==> src/rtl/if_fetch_unit.sv <==
// -----------------------------------------------------------------------------
// if_fetch_unit
//
// Purpose:
//   Instruction-fetch front end. The unit holds the PC, drives the instruction
//   ROM (chip enable plus byte address) and captures the word the ROM returns
//   combinationally. Each captured {pc, inst} pair goes into a small FIFO. The
//   decode stage drains that FIFO over a valid/ready handshake. A branch/jump
//   redirect reloads the PC and discards everything already fetched.
//
// Parameters:
//   RESET_PC    PC value loaded on reset.
//   FIFO_DEPTH  number of fetch-buffer entries (power of 2, >= 2).
//   PTR_W       log2(FIFO_DEPTH); width of the read/write pointers.
//
// Ports:
//   clk             in   1   system clock, rising edge
//   rst             in   1   synchronous reset, active-low
//   fetch_en        in   1   0 stalls fetch (buffered entries still drain)
//   rom_ce          out  1   ROM chip enable (registered)
//   rom_addr        out  32  ROM byte address, always the PC register
//   rom_inst        in   32  instruction word from ROM for rom_addr
//   redirect_valid  in   1   branch/jump taken this cycle
//   redirect_pc     in   32  redirect target byte address
//   id_valid        out  1   head FIFO entry valid toward decode
//   id_ready        in   1   decode accepts head entry this cycle
//   id_inst         out  32  head instruction, zero when id_valid=0
//   id_pc           out  32  PC of head instruction, zero when id_valid=0
// -----------------------------------------------------------------------------
module if_fetch_unit #(
  parameter logic [31:0] RESET_PC   = 32'h0000_0000,
  parameter int          FIFO_DEPTH = 2,
  parameter int          PTR_W      = 1
) (
  input  logic        clk,
  input  logic        rst,
  input  logic        fetch_en,
  output logic        rom_ce,
  output logic [31:0] rom_addr,
  input  logic [31:0] rom_inst,
  input  logic        redirect_valid,
  input  logic [31:0] redirect_pc,
  output logic        id_valid,
  input  logic        id_ready,
  output logic [31:0] id_inst,
  output logic [31:0] id_pc
);

  // The count needs one bit more than the pointers so that "full" can be
  // told apart from "empty".
  localparam int                CNT_W     = PTR_W + 1;
  localparam logic [CNT_W-1:0]  DEPTH_CNT = CNT_W'(FIFO_DEPTH);
  localparam logic [CNT_W-1:0]  CNT_ONE   = CNT_W'(1);
  localparam logic [PTR_W-1:0]  PTR_ONE   = PTR_W'(1);

  // ---------------------------------------------------------------------------
  // State
  // ---------------------------------------------------------------------------
  logic [31:0]      pc_reg,     pc_next;
  logic             rom_ce_reg;
  logic [PTR_W-1:0] rd_ptr_reg, rd_ptr_next;
  logic [PTR_W-1:0] wr_ptr_reg, wr_ptr_next;
  logic [CNT_W-1:0] count_reg,  count_next;

  // Fetch buffer storage. Read is combinational from the head entry, so this
  // is kept in fabric registers rather than block RAM.
  logic [31:0] pc_mem   [FIFO_DEPTH];
  logic [31:0] inst_mem [FIFO_DEPTH];

  // ---------------------------------------------------------------------------
  // Handshake / control terms
  // ---------------------------------------------------------------------------
  logic full;
  logic empty;
  logic push;
  logic pop;
  logic [FIFO_DEPTH-1:0] wr_en;

  assign full  = (count_reg == DEPTH_CNT);
  assign empty = (count_reg == '0);

  // A redirect suppresses the push: the word on rom_inst belongs to the
  // path being abandoned.
  assign push = rom_ce_reg & fetch_en & ~full & ~redirect_valid;

  // A pop coinciding with a redirect is irrelevant because the flush zeroes
  // all FIFO state anyway. It is masked here so the pointer/count update
  // reads clearly.
  assign pop  = ~empty & id_ready & ~redirect_valid;

  // Per-entry write enables decoded from the write pointer.
  generate
    for (genvar gi = 0; gi < FIFO_DEPTH; gi++) begin : g_wr_en
      assign wr_en[gi] = push & (wr_ptr_reg == PTR_W'(gi));
    end
  endgenerate

  // Low two bits of the redirect target are discarded (word alignment).
  logic unused_redirect_lsbs;
  assign unused_redirect_lsbs = ^redirect_pc[1:0];

  // ---------------------------------------------------------------------------
  // Next-state logic
  // ---------------------------------------------------------------------------
  always_comb begin
    pc_next     = pc_reg;
    rd_ptr_next = rd_ptr_reg;
    wr_ptr_next = wr_ptr_reg;
    count_next  = count_reg;

    if (redirect_valid) begin
      // Redirect wins over fetch_en=0 and over a full buffer.
      pc_next     = {redirect_pc[31:2], 2'b00};
      rd_ptr_next = '0;
      wr_ptr_next = '0;
      count_next  = '0;
    end else begin
      if (push) begin
        pc_next     = pc_reg + 32'd4;   // wraps modulo 2^32
        wr_ptr_next = wr_ptr_reg + PTR_ONE;
      end
      if (pop) begin
        rd_ptr_next = rd_ptr_reg + PTR_ONE;
      end
      unique case ({push, pop})
        2'b10:   count_next = count_reg + CNT_ONE;
        2'b01:   count_next = count_reg - CNT_ONE;
        default: count_next = count_reg;
      endcase
    end
  end

  // ---------------------------------------------------------------------------
  // Registers
  // ---------------------------------------------------------------------------
  always_ff @(posedge clk) begin
    if (!rst) begin
      pc_reg     <= RESET_PC;
      rom_ce_reg <= 1'b0;
      rd_ptr_reg <= '0;
      wr_ptr_reg <= '0;
      count_reg  <= '0;
    end else begin
      pc_reg     <= pc_next;
      // ROM is enabled from the first edge out of reset onward; the word
      // presented during the cycle rom_ce was still 0 is never captured.
      rom_ce_reg <= 1'b1;
      rd_ptr_reg <= rd_ptr_next;
      wr_ptr_reg <= wr_ptr_next;
      count_reg  <= count_next;
    end
  end

  // Buffer payload needs no reset: an entry is only visible while count
  // covers it, and every such entry was written by a push.
  always_ff @(posedge clk) begin
    for (int i = 0; i < FIFO_DEPTH; i++) begin
      if (wr_en[i]) begin
        pc_mem[i]   <= pc_reg;
        inst_mem[i] <= rom_inst;
      end
    end
  end

  // ---------------------------------------------------------------------------
  // Outputs
  // ---------------------------------------------------------------------------
  assign rom_ce   = rom_ce_reg;
  assign rom_addr = pc_reg;

  assign id_valid = ~empty;
  assign id_pc    = empty ? 32'h0 : pc_mem[rd_ptr_reg];
  assign id_inst  = empty ? 32'h0 : inst_mem[rd_ptr_reg];

endmodule
==> config.mk <==
export PLATFORM = sky130hd
export DESIGN_NAME = if_fetch_unit
export DESIGN_NICKNAME = d
export VERILOG_FILES = /design/src/rtl/if_fetch_unit.sv
export SDC_FILE = /design/constraint.sdc
export NUM_CORES = 1
export LEC_CHECK = 0
export ABC_AREA = 1
export CORE_MARGIN = 2
export CORE_UTILIZATION = 54
export DETAILED_ROUTE_END_ITERATION = 10
export GPL_ROUTABILITY_DRIVEN = 0
export PLACE_DENSITY = 0.86
export RECOVER_POWER = 50
export SYNTH_ARGS = -nofsm -noshare
export SYNTH_HDL_FRONTEND = slang
export SYNTH_SLANG_ARGS = --single-unit
==> constraint.sdc <==
create_clock -name clk -period 12.2 [get_ports clk]
set_input_delay 2.44 -clock clk [delete_from_list [all_inputs] [get_ports clk]]
set_output_delay 2.44 -clock clk [all_outputs]
set_load 0.01 [all_outputs]
* Word-level counts from Yosys, hierarchy flattened
Memory sizes are Yosys's and may differ from the RTL's. A register that Yosys moved wholly into a read port is not among the register bits. Index checks and enable logic that the tools add are counted.
Word-level totals: register bits 37, bits in latches 0, bits in writable memories 128, ROM bits 0, input bits 69, output and inout bits 98, logic and storage cells 54, memories 2
Cells by class: $add $sub $neg 5, $mul 0, divide/modulo/power cells 0, $lt $le $gt $ge 0, equal/unequal tests 3, shift-type cells 0, multiplexer cells 20, bitwise logic cells 12, reductions and logical operators 6
Memory list:
- inst_mem | depth 2, bits a word 32, rd ports 1, clocked after memory_dff 1, write ports 1, RTL line 68 | logic [31:0] inst_mem [FIFO_DEPTH];
- pc_mem | depth 2, bits a word 32, rd ports 1, clocked after memory_dff 1, write ports 1, RTL line 67 | logic [31:0] pc_mem [FIFO_DEPTH];
Operators with widths (count):
- two-way mux 32 bit | 6
- OR reduction 32 bit | 2
- adder 32 x 3 -> 32 bit (second input constant) | 1
- two-way mux 1 bit | 13
- AND 1 bit | 7
- NOT 1 bit | 5
- == test 2 bit (second input constant) | 2
- one-hot mux 2 bit (2 select lines) | 1
- nonzero test 2 bit | 2
- adder 1 bit (second input constant) | 2
- adder 2 x 1 -> 2 bit (second input constant) | 1
- == test 2 x 1 -> 1 bit (second input constant) | 1
- zero test 2 bit | 1
- OR reduction 2 bit | 1
- subtractor 2 x 1 -> 2 bit (second input constant) | 1

* Longest topological paths before layout
word-level depth 9, depth in mapped cells 11, gate-level depth less buffers 11

* Worst setup path before layout
OpenSTA, ideal clock, no wires.
path type input-to-reg, start point input port redirect_valid, end point memory inst_mem[0][0], enable pin, library setup time 0.482 ns, data arrival time 5.441 ns, required time 11.718 ns, slack 6.277 ns, cell stages on the path 4, path buffers 1, cells stage by stage buf_2 -> nor2_8 -> inv_4 -> nor2_1
On the way: elaborated cells on any way between the ends 11, classes of those cells 6 x mux; 4 x bitwise; 1 x reduce/logical
RTL lines:
- start, declared | RTL line 41 | input logic redirect_valid,
- NOT 1 bit | RTL line 84 | assign push = rom_ce_reg & fetch_en & ~full & ~redirect_valid;
- AND 1 bit | RTL line 84
- AND 1 bit | RTL line 94 | assign wr_en[gi] = push & (wr_ptr_reg == PTR_W'(gi));
- named net wr_en[0] | RTL line 77 | logic [FIFO_DEPTH-1:0] wr_en;
- two-way mux 1 bit | RTL line 158 | if (wr_en[i]) begin
- two-way mux 1 bit (implied by the code) | RTL line 160 | inst_mem[i] <= rom_inst;
- two-way mux 1 bit (no line)
- end, declared | RTL line 68
The timed path passes the listed nets, and every way through them passes these cells.

* Worst setup path after layout
start point input port redirect_valid, end point memory pc_mem[1][13], enable pin
On the way: longest elaborated chain between the ends 7, elaborated cells on any way between the ends 11, classes of those cells 6 x mux; 4 x bitwise; 1 x reduce/logical
RTL lines:
- NOT 1 bit * | RTL line 84
- AND 1 bit * | RTL line 84
- AND 1 bit * | RTL line 94
- named net wr_en[1] | RTL line 77
- two-way mux 1 bit * | RTL line 158
- two-way mux 1 bit (implied by the code) * | RTL line 159 | pc_mem[i] <= pc_reg;
- OR reduction 32 bit (no line)
- two-way mux 1 bit (no line)
- end, declared | RTL line 67
Mark *: on every way through the listed nets, which the timed path passes. The rest lies on a longest branch.

==> impl_metrics.toml <==
[sta]
finalSetupViolCount = 0
timing.final.crit_period_ns = 7.784
clock.fmax_mhz = 128.5
tightestPinTransition_ns = 1.801
rsz0062_at_grt = "false"
slew-limit-headroom_pct = -20.49
tns_ns = 0
slew_viol_final = 61
final-hold-violation-count = 0
post-route-period-util_pct = 63.80
clock_skew_ns = 0.009574

[pwr]
swShare_pct = 22.92
clock_power_share_pct = 41.8
leakagePower_nw = 3.459
combinationalPowerShare_pct = 7.0
switchingPower_mw = 0.2755
power.density_nw_per_um2 = 128.9
vdd_drop_max_mv = 0.07439
power_frac_seq_pct = 51.2
p_int_mw = 0.9266

[detailed_routing]
drt-initial-drc-count = 394
drc = 0
ant_nets = 0
vias = 5768
wl_per_cell_um = 15.74
wl_um = 17110
first_pass_iters = 5
via_per_inst = 5.306

[floorplanning]
dieArea_um2 = 14020
dieWidth_um = 118.4
io_pins = 167
coreArea_um2 = 12720
die_y_um = 118.4
initial_core_util_pct = 55.55
rows = 41

[worst_setup_path]
rr_startpoint = "count_reg[0]"
crit_path_max_fanout = 56
reg2reg_setup_slack_ns = 7.15
cp.required_ns = 12.24
crit_type = "in -> reg"
crit_start = "redirect_valid"
worst-endpoint-arrival_ns = 7.83
critPathLaunchType = "primary input"
end_kind = "register"

[run_status]
status = "complete, but fails checks"
violations = "max-capacitance violations, max-slew violations"

[hold_path]
hold_path_class = "reg -> reg"
min_from = "rd_ptr_reg"

[cts]
clock_latency_ns = 0.42
ctsHtreeMaxLevel = 4
cts.path.max_buffers = 2
postCtsHoldBufs = 0
cts_tree = "yes"
postCtsSetupRepairBufs = 0
cts_buffers = 17
clk_pin_slew_ns = 0.06
clock-sinks = 160
cts-root-buf = "clkbuf_16"
ctsResizeCount = 0

[final_layout]
fin_util_pct = 73.29
largest_register_ff_count = 64
num_antenna_cells = 0
layout-drive-gt1-share_pct = 6.339
nets = 973
regMostFlops = "inst_mem"
multiInputGateArea_um2 = 2246
final-seq-area_um2 = 4446
area.growth.synth_to_final_pct = 31.94
nFillCells = 913

[global_routing]
grt_usage_pct = 24.36
grt_max_degree = 64
antenna_found_initial = 0
grt_pass1_wl_um = 26720
gr-total-overflow = 0
grt_pass1_vias = 5619

[synth]
synth_top_cell_by_area = "edfxtp_1"
synth_warnings = 0
syn_area_um2 = 7067
synth_cell_type_count = 32
synth.top_cell.area_share_pct = 52.69
yosysSeqAreaShare_pct = 62.89
syn_inst = 749
synth_seq_cells = 160
synth_area_leaders = "edfxtp_1 (53%), nand2_1 (15%), dfxtp_1 (10%), a21oi_1 (6.6%), inv_1 (2.9%)"
syn_area_per_cell_um2 = 9.435

[placed_design]
dpl.hpwl_um = 10860
io_buffers = 160

[run]
max_cap_violations = 2
[synth_stat cells (all sizes together)]
cell    instances
clkbuf         25
nand3          18
ha              2
xnor2           2
a21oi          94
edfxtp        124
o21ai          23
inv            58
or2             1
o211ai          2
conb            1
nand3b          3
dfxtp          36
xor2            7
nand2         283
nor2           55
buf             9
a31oi           6
[power groups by stage]
stage	logic, mW	clock network [mW]	registers, mW
after floorplan	0.0372	0	0.626
after global placement	0.0853	0	0.627
after detailed placement	0.0880	0	0.627
after CTS	0.0890	0.505	0.616
after global routing	0.0912	0.530	0.617
final	0.0838	0.503	0.616
[metrics by stage]
stage | hold slack [ns] | power [mW] | instance area [um^2] | cells | setup WS [ns]
2_1_floorplan | 0.4474 | 0.6633 | 7078 | 752 | 6.277
3_3_place_gp | 0.4563 | 0.7119 | 8790 | 1055 | 7.242
3_5_place_dp | 0.4614 | 0.7150 | 8790 | 1055 | 7.206
4_1_cts | 0.4689 | 1.210 | 9353 | 1087 | 6.820
5_1_grt | 0.4912 | 1.239 | 9324 | 1087 | 4.193
6_report | 0.4735 | 1.202 | 9324 | 1087 | 4.416
[logic make-up after synthesis]
logic type                 count (synthesis)  synth area share, %
and+or+nand+nor                          360                21.07
DFF                                      160                62.89
AOI/OAI and AO/OA                        125                9.083
buffers and inverters                     92                5.435
xor gates and xnor gates                   9                1.116
adders and majority gates                  2               0.3541
other                                      1              0.05307
[metal layers]
| metal | up-vias | part of all wire [%] | wire [um] | track usage (%) |
|---|---|---|---|---|
| met1 | 2674 | 40 | 6792 | 28.84 |
| met3 | 54 | 7.3 | 1245 | 5.261 |
| met4 | 0 | 3.2 | 552 | 11.53 |
| met2 | 268 | 50 | 8518 | 42.27 |
| li1 | 2772 | - | - | - |
| met5 | - | 0 | 0 | 0 |
[cell type report]
cell class	count	share of cell area, %
Inverter	58	2.348
Tap cell	172	2.308
Multi-Input combinational cell	500	24.09
Sequential cell	160	47.68
Clock buffer	18	4.603
Clock inverter	14	1.436
Timing Repair Buffer	165	17.54
[cells in the final DEF, fill, tap and decap left out, drive strengths merged, types with 2 or more instances in the layout]
master	n
nor2	55
edfxtp	124
buf	4
dfxtp	36
clkinv	3
ha	2
dlygate4sd3	65
o21ai	23
o211ai	2
clkbuf	19
xor2	7
inv	61
a31oi	6
clkinvlp	7
nand3b	3
conb	4
a21oi	94
nand3	18
nand2	283
clkdlybuf4s50	95
xnor2	2
[worst max-delay path, stage by stage]
cell and delay [ns]:
dlygate4sd3_1 0.53, clkbuf_1 0.60, nor2_1 1.59, clkinvlp_2 1.01
nor2_1 0.86, buf_4 0.75
[path summary, 6_finish.rpt]
path | to | cells after the start
max | pc_mem[1][13] | 6
min | register | 2
max reg2reg | pc_mem[1][13] | 7
min reg2reg | register | 2
No activity file was read; power rests on OpenSTA's default activity.
